<file path="config.mk">
export PLATFORM = sky130hd
export DESIGN_NAME = instr_encoder_loader
export DESIGN_NICKNAME = d
export VERILOG_FILES = /design/src/rtl/instr_encoder_loader.sv
export SDC_FILE = /design/constraint.sdc
export NUM_CORES = 1
export LEC_CHECK = 0
export ABC_AREA = 1
export BUFFER_PORTS_ARGS = -buffer_cell sky130_fd_sc_hd__buf_2
export CELL_PAD_IN_SITES_DETAIL_PLACEMENT = 1
export CELL_PAD_IN_SITES_GLOBAL_PLACEMENT = 1
export CORE_ASPECT_RATIO = 0.8
export CORE_MARGIN = 1
export CORE_UTILIZATION = 35
export CTS_CLUSTER_DIAMETER = 80
export DETAILED_ROUTE_END_ITERATION = 12
export PLACE_DENSITY_LB_ADDON = 0.05
export SYNTH_ARGS = -nofsm -noshare
export SYNTH_HDL_FRONTEND = slang
export SYNTH_SLANG_ARGS = --single-unit
</file>
<file path="constraint.sdc">
create_clock -name clk -period 1.8 [get_ports clk]
set_clock_uncertainty 0.15 [all_clocks]
set_input_delay 0.36 -clock clk [delete_from_list [all_inputs] [get_ports clk]]
set_output_delay 0.36 -clock clk [all_outputs]
set_load 0.01 [all_outputs]
</file>
<file path="src/rtl/instr_encoder_loader.sv">
// instr_encoder_loader: encodes LEGv8 requests (R/D/CB) and writes them to imem.
// Ports: start/in_* request stream, mem_* write port, instr_count/done/err_* status.
module instr_encoder_loader #(
  parameter int ADDR_W    = 8,
  parameter int BASE_ADDR = 0,
  parameter int MAX_INSTR = 64
) (
  input  logic              clk,
  input  logic              rst_n,
  input  logic              start,
  input  logic              in_valid,
  output logic              in_ready,
  input  logic [2:0]        in_op,
  input  logic [4:0]        in_rd,
  input  logic [4:0]        in_rn,
  input  logic [4:0]        in_rm,
  input  logic [18:0]       in_imm,
  input  logic              in_last,
  output logic              mem_we,
  output logic [ADDR_W-1:0] mem_addr,
  output logic [31:0]       mem_wdata,
  input  logic              mem_ack,
  output logic [ADDR_W-1:0] instr_count,
  output logic              done,
  output logic              err_illegal,
  output logic              err_full
);

  typedef enum logic [1:0] {
    IDLE,
    RUN,
    WRITE,
    FIN
  } state_t;

  localparam logic [ADDR_W-1:0] BASE = ADDR_W'(BASE_ADDR);
  localparam logic [ADDR_W-1:0] MAXC = ADDR_W'(MAX_INSTR);
  localparam logic [ADDR_W-1:0] STEP = ADDR_W'(4);

  state_t            state;
  state_t            state_nx;
  logic              hs;
  logic              legal;
  logic              last_q;
  logic              hit_max;
  logic [31:0]       enc;
  logic [ADDR_W-1:0] cnt_inc;

  assign hs      = in_valid && in_ready;
  assign legal   = (in_op != 3'd7);
  assign cnt_inc = instr_count + 1'b1;
  assign hit_max = (cnt_inc == MAXC);

  always_comb begin
    enc = 32'b0;
    unique case (1'b1)
      in_op == 3'd0: enc = {11'b10001011000, in_rm, 6'b0, in_rn, in_rd};
      in_op == 3'd1: enc = {11'b11001011000, in_rm, 6'b0, in_rn, in_rd};
      in_op == 3'd2: enc = {11'b10001010000, in_rm, 6'b0, in_rn, in_rd};
      in_op == 3'd3: enc = {11'b10101010000, in_rm, 6'b0, in_rn, in_rd};
      in_op == 3'd4: enc = {11'b11111000010, in_imm[8:0], 2'b00, in_rn, in_rd};
      in_op == 3'd5: enc = {11'b11111000000, in_imm[8:0], 2'b00, in_rn, in_rd};
      in_op == 3'd6: enc = {8'b10110100, in_imm, in_rd};
      default:       enc = 32'b0;
    endcase
  end

  always_ff @(posedge clk or negedge rst_n) begin
    if (!rst_n) state <= IDLE;
    else        state <= state_nx;
  end

  always_comb begin
    state_nx = state;
    unique case (state)
      IDLE: if (start) state_nx = RUN;
      RUN: begin
        if (hs && legal)        state_nx = WRITE;
        else if (hs && in_last) state_nx = FIN;
      end
      WRITE: begin
        if (mem_ack) begin
          if (last_q || hit_max) state_nx = FIN;
          else                   state_nx = RUN;
        end
      end
      FIN:     state_nx = IDLE;
      default: state_nx = IDLE;
    endcase
  end

  always_comb begin
    in_ready = (state == RUN);
    mem_we   = (state == WRITE);
    done     = (state == FIN);
  end

  always_ff @(posedge clk or negedge rst_n) begin
    if (!rst_n) begin
      mem_wdata   <= 32'b0;
      mem_addr    <= BASE;
      instr_count <= '0;
      err_illegal <= 1'b0;
      err_full    <= 1'b0;
      last_q      <= 1'b0;
    end else begin
      unique case (state)
        IDLE: begin
          if (start) begin
            mem_addr    <= BASE;
            instr_count <= '0;
            err_illegal <= 1'b0;
            err_full    <= 1'b0;
          end
        end
        RUN: begin
          if (hs && legal) begin
            mem_wdata <= enc;
            last_q    <= in_last;
          end else if (hs) begin
            err_illegal <= 1'b1;
          end
        end
        WRITE: begin
          if (mem_ack) begin
            instr_count <= cnt_inc;
            mem_addr    <= mem_addr + STEP;
            // a final request landing exactly on the limit is a clean end
            if (!last_q && hit_max) err_full <= 1'b1;
          end
        end
        default: ;
      endcase
    end
  end

endmodule

</file>
# After elaboration in Yosys (flattened, before gate mapping)
# Index checks and enable logic that the tools add are counted.
# W data, S select, Z words.
# op_classes
n_addsub,2
n_eq_ne,17
mux,19
n_reduce_logical,15
# op_table
cell,count
$pmux W32 S7,1
$pmux W8 S2,2
$mux W8,3
$mux W2,5
$eq A3 B3 Y1 const B,3
$add A8 B1 Y8 const B,1
$add A8 B3 Y8 const B,1
$eq A8 B7 Y1 const B,1
$pmux W2 S4,1
$reduce_and A4 Y1,2
$eq A3 B2 Y1 const B,2
$ne A2 B1 Y1 const B,3
$reduce_and A3 Y1,2
$mux W1,5
$eq A2 B2 Y1 const B,2
$logic_and A1 B1 Y1,4
$ne A2 B2 Y1 const B,2
$pmux W1 S2,2
$reduce_bool A2 Y1,2
$eq A3 B1 Y1 const B,1
$logic_not A3 Y1,1
$ne A3 B1 Y1 const B,1
$ne A3 B3 Y1 const B,1
$eq A2 B1 Y1 const B,1
other kinds (4),4
# word_totals
regBits,53
in_bits,43
output_inout_bits,53
word_cells,60

# Logic depth before layout (Yosys ltp)
# Gate-level depths: netlist of the first run.
# logic_depth
depth_word,6
depth_mapped,12
ltp_nobuf,12

# Least setup slack after synthesis of the first run
# Ideal clock, no wire load.
# synth_path
path_type,flip-flop to flip-flop
startpoint,reg instr_count[0]
endpoint,reg err_full
setup_time_ns,0.117
arrival_time_ns,1.421
required_ns,1.533
path_slack_ns,0.112
path_stages_with_launch,11
path_buffers,0
synth_period_minus_slack_ns,1.688
path_cell_list,dfrtp_1 ha_1 nand3_1 o21ai_0 nand2_1 nor2_1 nand3_1 nand2_1 nand2_1 nand2_1 nand2_1
# synth_between
elab_chain_cells,5
# synth_rtl
item,line,rtl
start: declaration,23,"output logic [ADDR_W-1:0] instr_count,"
start signal: assignment,126,instr_count <= cnt_inc;
$add A8 B1 Y8,51,assign cnt_inc = instr_count + 1'b1;
$eq A8 B7 Y1,52,assign hit_max = (cnt_inc == MAXC);
$logic_and A1 B1 Y1,129,if (!last_q && hit_max) err_full <= 1'b1;
$ne A2 B1 Y1 (no line),n/a,
$reduce_and A4 Y1 (no line),n/a,
end signal: assignment,104,err_full <= 1'b0;
end signal: assignment,113,err_full <= 1'b0;
end signal: assignment,129,
end: declaration,26,output logic err_full
# Every way passes these cells.
# A chain may end at the register's enable or synchronous reset.

# Worst setup path after layout of the first run
# layout_path
startpoint,reg state[1]
endpoint,out mem_we
# layout_between
elab_chain_cells,1
# layout_rtl
item,line,rtl
start: declaration,40,state_t state;
start signal: assignment,70,else state <= state_nx;
$eq A2 B2 Y1,94,mem_we = (state == WRITE);
end: declaration,19,"output logic mem_we,"
# Every way passes these cells.

==> results of run 1 <==
==> worst max-delay path by stage <==
| stage | from | endpoint | slack [ps] | depth (start not counted) |
|---|---|---|---|---|
| 2_1_floorplan | instr_count[0]$_DFFE_PN0P_ | err_full$_DFFE_PN0P_ | 110 | 10 |
| 3_3_place_gp | state[1]$_DFFE_PN0P_ | instr_count[1]$_DFFE_PN0P_ | 30 | 6 |
| 3_5_place_dp | state[1]$_DFFE_PN0P_ | instr_count[1]$_DFFE_PN0P_ | 60 | 6 |
| 4_1_cts | instr_count[0]$_DFFE_PN0P_ | err_full$_DFFE_PN0P_ | 40 | 10 |
| 5_1_grt | instr_count[0]$_DFFE_PN0P_ | err_full$_DFFE_PN0P_ | -30 | 10 |
| 6_report | state[1]$_DFFE_PN0P_ | mem_we | 80 | 3 |
==> Yosys cell counts (2+ instances only) <==
cell type	n	area (um^2)
nor2_1	21	78.8
nand2_1	92	345
nand2_2	2	12.5
a22o_1	2	17.5
dfrtp_1	51	1280
nand4_1	2	12.5
buf_2	6	30.0
a21oi_1	8	40.0
nor3_1	3	15.0
o21ai_0	11	55.1
o21ai_1	7	35.0
a31oi_1	9	56.3
inv_1	36	135
nand3_1	15	75.1
ha_1	3	37.5
buf_4	3	22.5
inv_2	4	15.0
o22ai_1	8	50.1
==> cell type report <==
type,count,area [um^2],area share
clock inverters,3,26.3,0.00803
well taps,87,109,0.0333
multi-input cells,203,1040,0.318
flip-flops and latches,51,1280,0.391
clock buffers,5,68.8,0.0210
inverters,41,154,0.0470
repair buffers,106,594,0.182
==> worst min-delay path, stage by stage <==
cell     delay (ps)
buf_2            80
nand2_1          40
nand2_1          50
==> through the flow <==
step	TNS [ps]	hold slack, ps	area, um^2
after floorplan	0	-85.6	2500
after global placement	0	232	3130
after detailed placement	0	231	3130
after CTS	0	81.6	3240
after global routing	-26.0	86.5	3270
final	0	87.2	3270
==> flip-flops by register name (all words and copies together) (netlist names) <==
register / count
err_full: 1
last_q: 1
state: 2
err_illegal: 1
mem_addr: 6
mem_wdata: 32
instr_count: 8
==> what timing repair did <==
item | in CTS | in global routing
pin swaps | 0 | 1
endpoints found under the setup margin | 1 | 15
cloned | 0 | 0
gates resized for setup | 1 | 10
setup buffers | 0 | 0
hold endpoints to repair | 51 | 0
hold buffers | 1 | 0
==> report_power, final <==
part           switching, mW  internal [mW]
logic                   1.19          0.843
registers              0.324           1.59
clock network          0.441          0.287
total                   1.95           2.72
==> layer usage <==
metal,global-route usage,vias up,share of wire
met5,0,-,0
met4,0.0574,0,0.011
met3,0.0402,8,0.054
met2,0.296,64,0.42
met1,0.295,1120,0.52
li1,-,1186,-
==> logic make-up (layout without fill, tap and decap cells) <==
group	after synthesis	after routing	share of synthesized area
other	1	2	0.00150
buffers and inverters	51	155	0.0843
flip-flops	51	51	0.512
AND/OR/NAND/NOR	144	144	0.251
multiplexers	1	1	0.00401
adder cells (fa/ha/maj)	3	3	0.0151
AO/OA/AOI/OAI	53	53	0.132
==> results.sh, run 1 <==
export IMPL_status="finished clean"
export IMPL_synth_distinct_cells=39
export IMPL_crit_required_ps=1290
export IMPL_rows=27
export IMPL_cts_sinks=51
export IMPL_finalHoldViolCount=0
export IMPL_fmax_ghz=0.580
export IMPL_n_fill_cell=865
export IMPL_hold_end="mem_wdata[2]$_DFFE_PN0N_"
export IMPL_power_density_mw_per_mm2=1430
export IMPL_final_common_cell="buf_2"
export IMPL_ioPinCount=96
export IMPL_fin_crit_sh=0.958
export IMPL_maxSlewViolCount=0
export IMPL_cts_htree_levels=2
export IMPL_end_kind="output port"
export IMPL_dpl_hpwl_um=5390
export IMPL_path_buf_inv=2
export IMPL_start_kind="flip-flop"
export IMPL_synth_edf_count=0
export IMPL_grt_remaining_overflow=0
export IMPL_worstRegToRegCells=10
export IMPL_synth_cells=304
export IMPL_syn_cell_area_mm2=0.00249
export IMPL_ys_ff_latch=51
export IMPL_arrival_ps=1210
export IMPL_syn_to_final_growth_pct=31.3
export IMPL_rsz0062_at_grt="true"
export IMPL_ys_seq_area_frac=0.512
export IMPL_grt_pass1_vias=2331
export IMPL_clk_latency_ps=310
export IMPL_gp_congestion=0.772
export IMPL_hold_depth=3
export IMPL_r2r_end="err_full$_DFFE_PN0P_"
export IMPL_cts_buffer_depth=2
export IMPL_start_util=0.362
export IMPL_die_h_um=77.5
export IMPL_postSynthAreaPerCell_um2=8.20
export IMPL_core_area_mm2=0.00689
export IMPL_finalSetupViolations=0
export IMPL_fin_crit_ps=1720
export IMPL_preCtsSetupSlack_ps=59.9
export IMPL_crit_chain="inv_2 -> nor2_4 -> buf_2"
export IMPL_diodes=0
export IMPL_nets=454
export IMPL_layout_drive_gt1_share=0.333
export IMPL_antenna_found_initial=0
export IMPL_routed_via_density=4.79
export IMPL_hold_start="in_rd[2]"
export IMPL_port_buffers=93
export IMPL_critPathMaxStageDelay_ps=470
export IMPL_rrSetupSlack_ps=120
export IMPL_instances_no_fill=496
export IMPL_grt_pass1_wl_um=11500
export IMPL_p_leak_nw=1.78
export IMPL_peakVddDrop_uv=521
export IMPL_yosys_warnings=0
export IMPL_clk_pin_slew_ps=110
export IMPL_layout_common_cells="buf_2, nand2_1, dfrtp_1"
export IMPL_routed_wirelength_um=7120
export IMPL_finalPower_mw=4.67
export IMPL_reg2reg_from="instr_count[0]$_DFFE_PN0P_"
export IMPL_setup_slack_ps=75.4
export IMPL_critPathKind="flip-flop to output port"
export IMPL_wl_per_cell_um=14.3
export IMPL_cts_root_buf="clkbuf_8"
export IMPL_ys_flop_type="dfrtp_1"
export IMPL_cts_made_buffers=5
export IMPL_cpLargestDelayFamily="flip-flops"
export IMPL_postLayoutCoreUtil=0.475
export IMPL_die_w_um=96.4
export IMPL_cp_max_fo=5
export IMPL_dr_pass1_iters=6
export IMPL_hold_class="primary input to flip-flop"
export IMPL_grt_max_degree=52
export IMPL_slowest_stage="dfrtp_2"
export IMPL_drtIter0Drc=64
export IMPL_via_count=2378
export IMPL_drc=0
export IMPL_post_place_cells=487
export IMPL_cts_tree="built"
export IMPL_max_cap_viol_count=0
export IMPL_ant_nets=0
export IMPL_fp_dieArea_mm2=0.00747
export IMPL_grt_use_total=0.200
export IMPL_ys_async_sr_fraction=1.00
Power figures use the tool's default switching activity.
==> run 2: changes to the inputs <==
--- a/config.mk
+++ b/config.mk
@@ -14,7 +14,9 @@
 export CORE_UTILIZATION = 35
 export CTS_CLUSTER_DIAMETER = 80
 export DETAILED_ROUTE_END_ITERATION = 12
+export HOLD_SLACK_MARGIN = 0.12
 export PLACE_DENSITY_LB_ADDON = 0.05
+export REMOVE_ABC_BUFFERS = 1
 export SYNTH_ARGS = -nofsm -noshare
 export SYNTH_HDL_FRONTEND = slang
 export SYNTH_SLANG_ARGS = --single-unit
==> results.sh, run 2 (synthesis gave the netlist of run 1 again) <==
export IMPL_die_h_um=77.5
export IMPL_comb_power_share=0.433
export IMPL_ant_nets=0
export IMPL_cts_buffer_depth=2
export IMPL_final_common_cell="buf_2"
export IMPL_cp_max_fo=5
export IMPL_fmax_ghz=0.589
export IMPL_die_w_um=96.4
export IMPL_routed_via_density=4.75
export IMPL_dpl_hpwl_um=5180
export IMPL_dr_pass1_iters=4
export IMPL_top_register="mem_wdata"
export IMPL_clockPowerShare=0.156
export IMPL_cts_root_buf="clkbuf_8"
export IMPL_rsz0062_at_grt="false"
export IMPL_max_cap_viol_count=0
export IMPL_largest_register_ffs=32
export IMPL_slowest_stage="dfrtp_2"
export IMPL_finalHoldViolCount=0
export IMPL_cts_made_buffers=5
export IMPL_peakVddDrop_uv=719
export IMPL_core_area_mm2=0.00689
export IMPL_fin_crit_sh=0.943
export IMPL_ioPinCount=96
export IMPL_fin_crit_ps=1700
export IMPL_top_regs="mem_wdata: 32 flops, instr_count: 8 flops, mem_addr: 6 flops"
export IMPL_syn_to_final_growth_pct=33.1
export IMPL_drtIter0Drc=71
export IMPL_cts_tree="built"
export IMPL_grt_pass1_vias=2315
export IMPL_p_switching_mw=1.88
export IMPL_grt_pass1_wl_um=11300
export IMPL_drc=0
export IMPL_start_util=0.362
export IMPL_arrival_ps=1730
export IMPL_path_buf_inv=1
export IMPL_swShare=0.405
export IMPL_routed_wirelength_um=6990
export IMPL_cts_htree_levels=2
export IMPL_grt_max_degree=52
export IMPL_port_buffers=93
export IMPL_power_density_mw_per_mm2=1400
export IMPL_start_kind="flip-flop"
export IMPL_hold_class="primary input to flip-flop"
export IMPL_grt_remaining_overflow=0
export IMPL_maxSlewViolCount=0
export IMPL_critPathKind="flip-flop to flip-flop"
export IMPL_placed_area_mm2=0.00310
export IMPL_p_leak_nw=1.79
export IMPL_status="finished clean"
export IMPL_clk_latency_ps=300
export IMPL_intPower_mw=2.77
export IMPL_nets=458
export IMPL_crit_required_ps=1830
export IMPL_via_count=2373
export IMPL_critPathMaxStageDelay_ps=480
export IMPL_crit_chain="nor2_2 -> inv_2 -> o21ai_4 -> and3_4 -> nand2_1 -> nor2_1 -> nor3b_2"
export IMPL_layout_common_cells="buf_2, nand2_1, dfrtp_1"
export IMPL_cpLargestDelayFamily="simple AND/OR/NAND/NOR gates"
export IMPL_fp_dieArea_mm2=0.00747
export IMPL_clk_pin_slew_ps=90
export IMPL_layout_drive_gt1_share=0.329
export IMPL_sequentialPowerShare=0.411
export IMPL_finalSetupViolations=0
export IMPL_fin_area_mm2=0.00332
export IMPL_cts_sinks=51
export IMPL_wl_per_cell_um=14.0
export IMPL_tns_ps=0
export IMPL_gp_congestion=0.777
export IMPL_end_kind="flip-flop"
export IMPL_grt_use_total=0.196
export IMPL_rows=27
export IMPL_diodes=0
export IMPL_antenna_found_initial=0
==> run 2: layout make-up <==
cell class              count  area [um^2]
clock buffers               8          100
fillers                   891         3570
inverters                  41          156
multi-input cells         203         1050
flip-flops and latches     51         1280
well taps                  87          109
repair buffers            110          627
==> run 2: worst paths after layout <==
check                                           from                         to  slack (ps)  depth (start not counted)
max in group asynchronous                      rst_n       state[0]$_DFFE_PN0P_         830                          3
hold reg to reg            mem_wdata[31]$_DFFE_PN0N_  mem_wdata[31]$_DFFE_PN0N_         320                          1
hold / removal                               in_last         last_q$_DFFE_PN0N_         130                          3
setup reg to reg                state[1]$_DFFE_PN0P_    mem_addr[6]$_DFFE_PN0P_         100                          7
setup / recovery                state[1]$_DFFE_PN0P_    mem_addr[6]$_DFFE_PN0P_         100                          7
min in group asynchronous                      rst_n    mem_addr[4]$_DFFE_PN0P_         430                          3
==> run 2: power by group through the flow <==
stage / Sequential, mW / Combinational (mW) / Clock (mW)
floorplan: 2.10 / 0.891 / 0
global placement: 1.90 / 1.92 / 0
detailed placement: 1.91 / 1.98 / 0
CTS: 1.89 / 1.99 / 0.750
global route: 1.98 / 2.28 / 0.794
finish: 1.91 / 2.02 / 0.724
==> run 2: metal layers <==
| metal | vias up | wire length [um] | global-route usage |
|---|---|---|---|
| li1 | 1190 | - | - |
| met1 | 1117 | 3500 | 0.284 |
| met2 | 58 | 3020 | 0.295 |
| met3 | 8 | 403 | 0.0461 |
| met4 | 0 | 64 | 0.0441 |
| met5 | - | 0 | 0 |
==> run 2: worst register-to-register path, cell delays in order (launching register included) <==
cell and delay [ps]:
dfrtp_2 480, nor2_2 160, inv_2 80, o21ai_4 230
and3_4 220, nand2_1 70, nor2_1 120, nor3b_2 60
==> run 2: stage by stage <==
stage	setup slack, ps	util	total power, mW	std cells	hold WS, ps
floorplan	-247	-	2.99	295	-85.6
global placement	70.5	0.450	3.82	485	230
detailed placement	31.2	0.450	3.89	485	229
CTS	16.1	0.473	4.63	499	122
global route	0.903	0.482	5.05	500	131
finish	102	0.482	4.65	500	129
==> run 2: what timing repair did <==
| action | in CTS | in global routing |
|---|---|---|
| setup endpoints to repair | 0 | 30 |
| hold buffers | 6 | 1 |
| gates resized for setup | 0 | 16 |
| hold endpoints to repair | 56 | 1 |
| setup buffers | 0 | 0 |
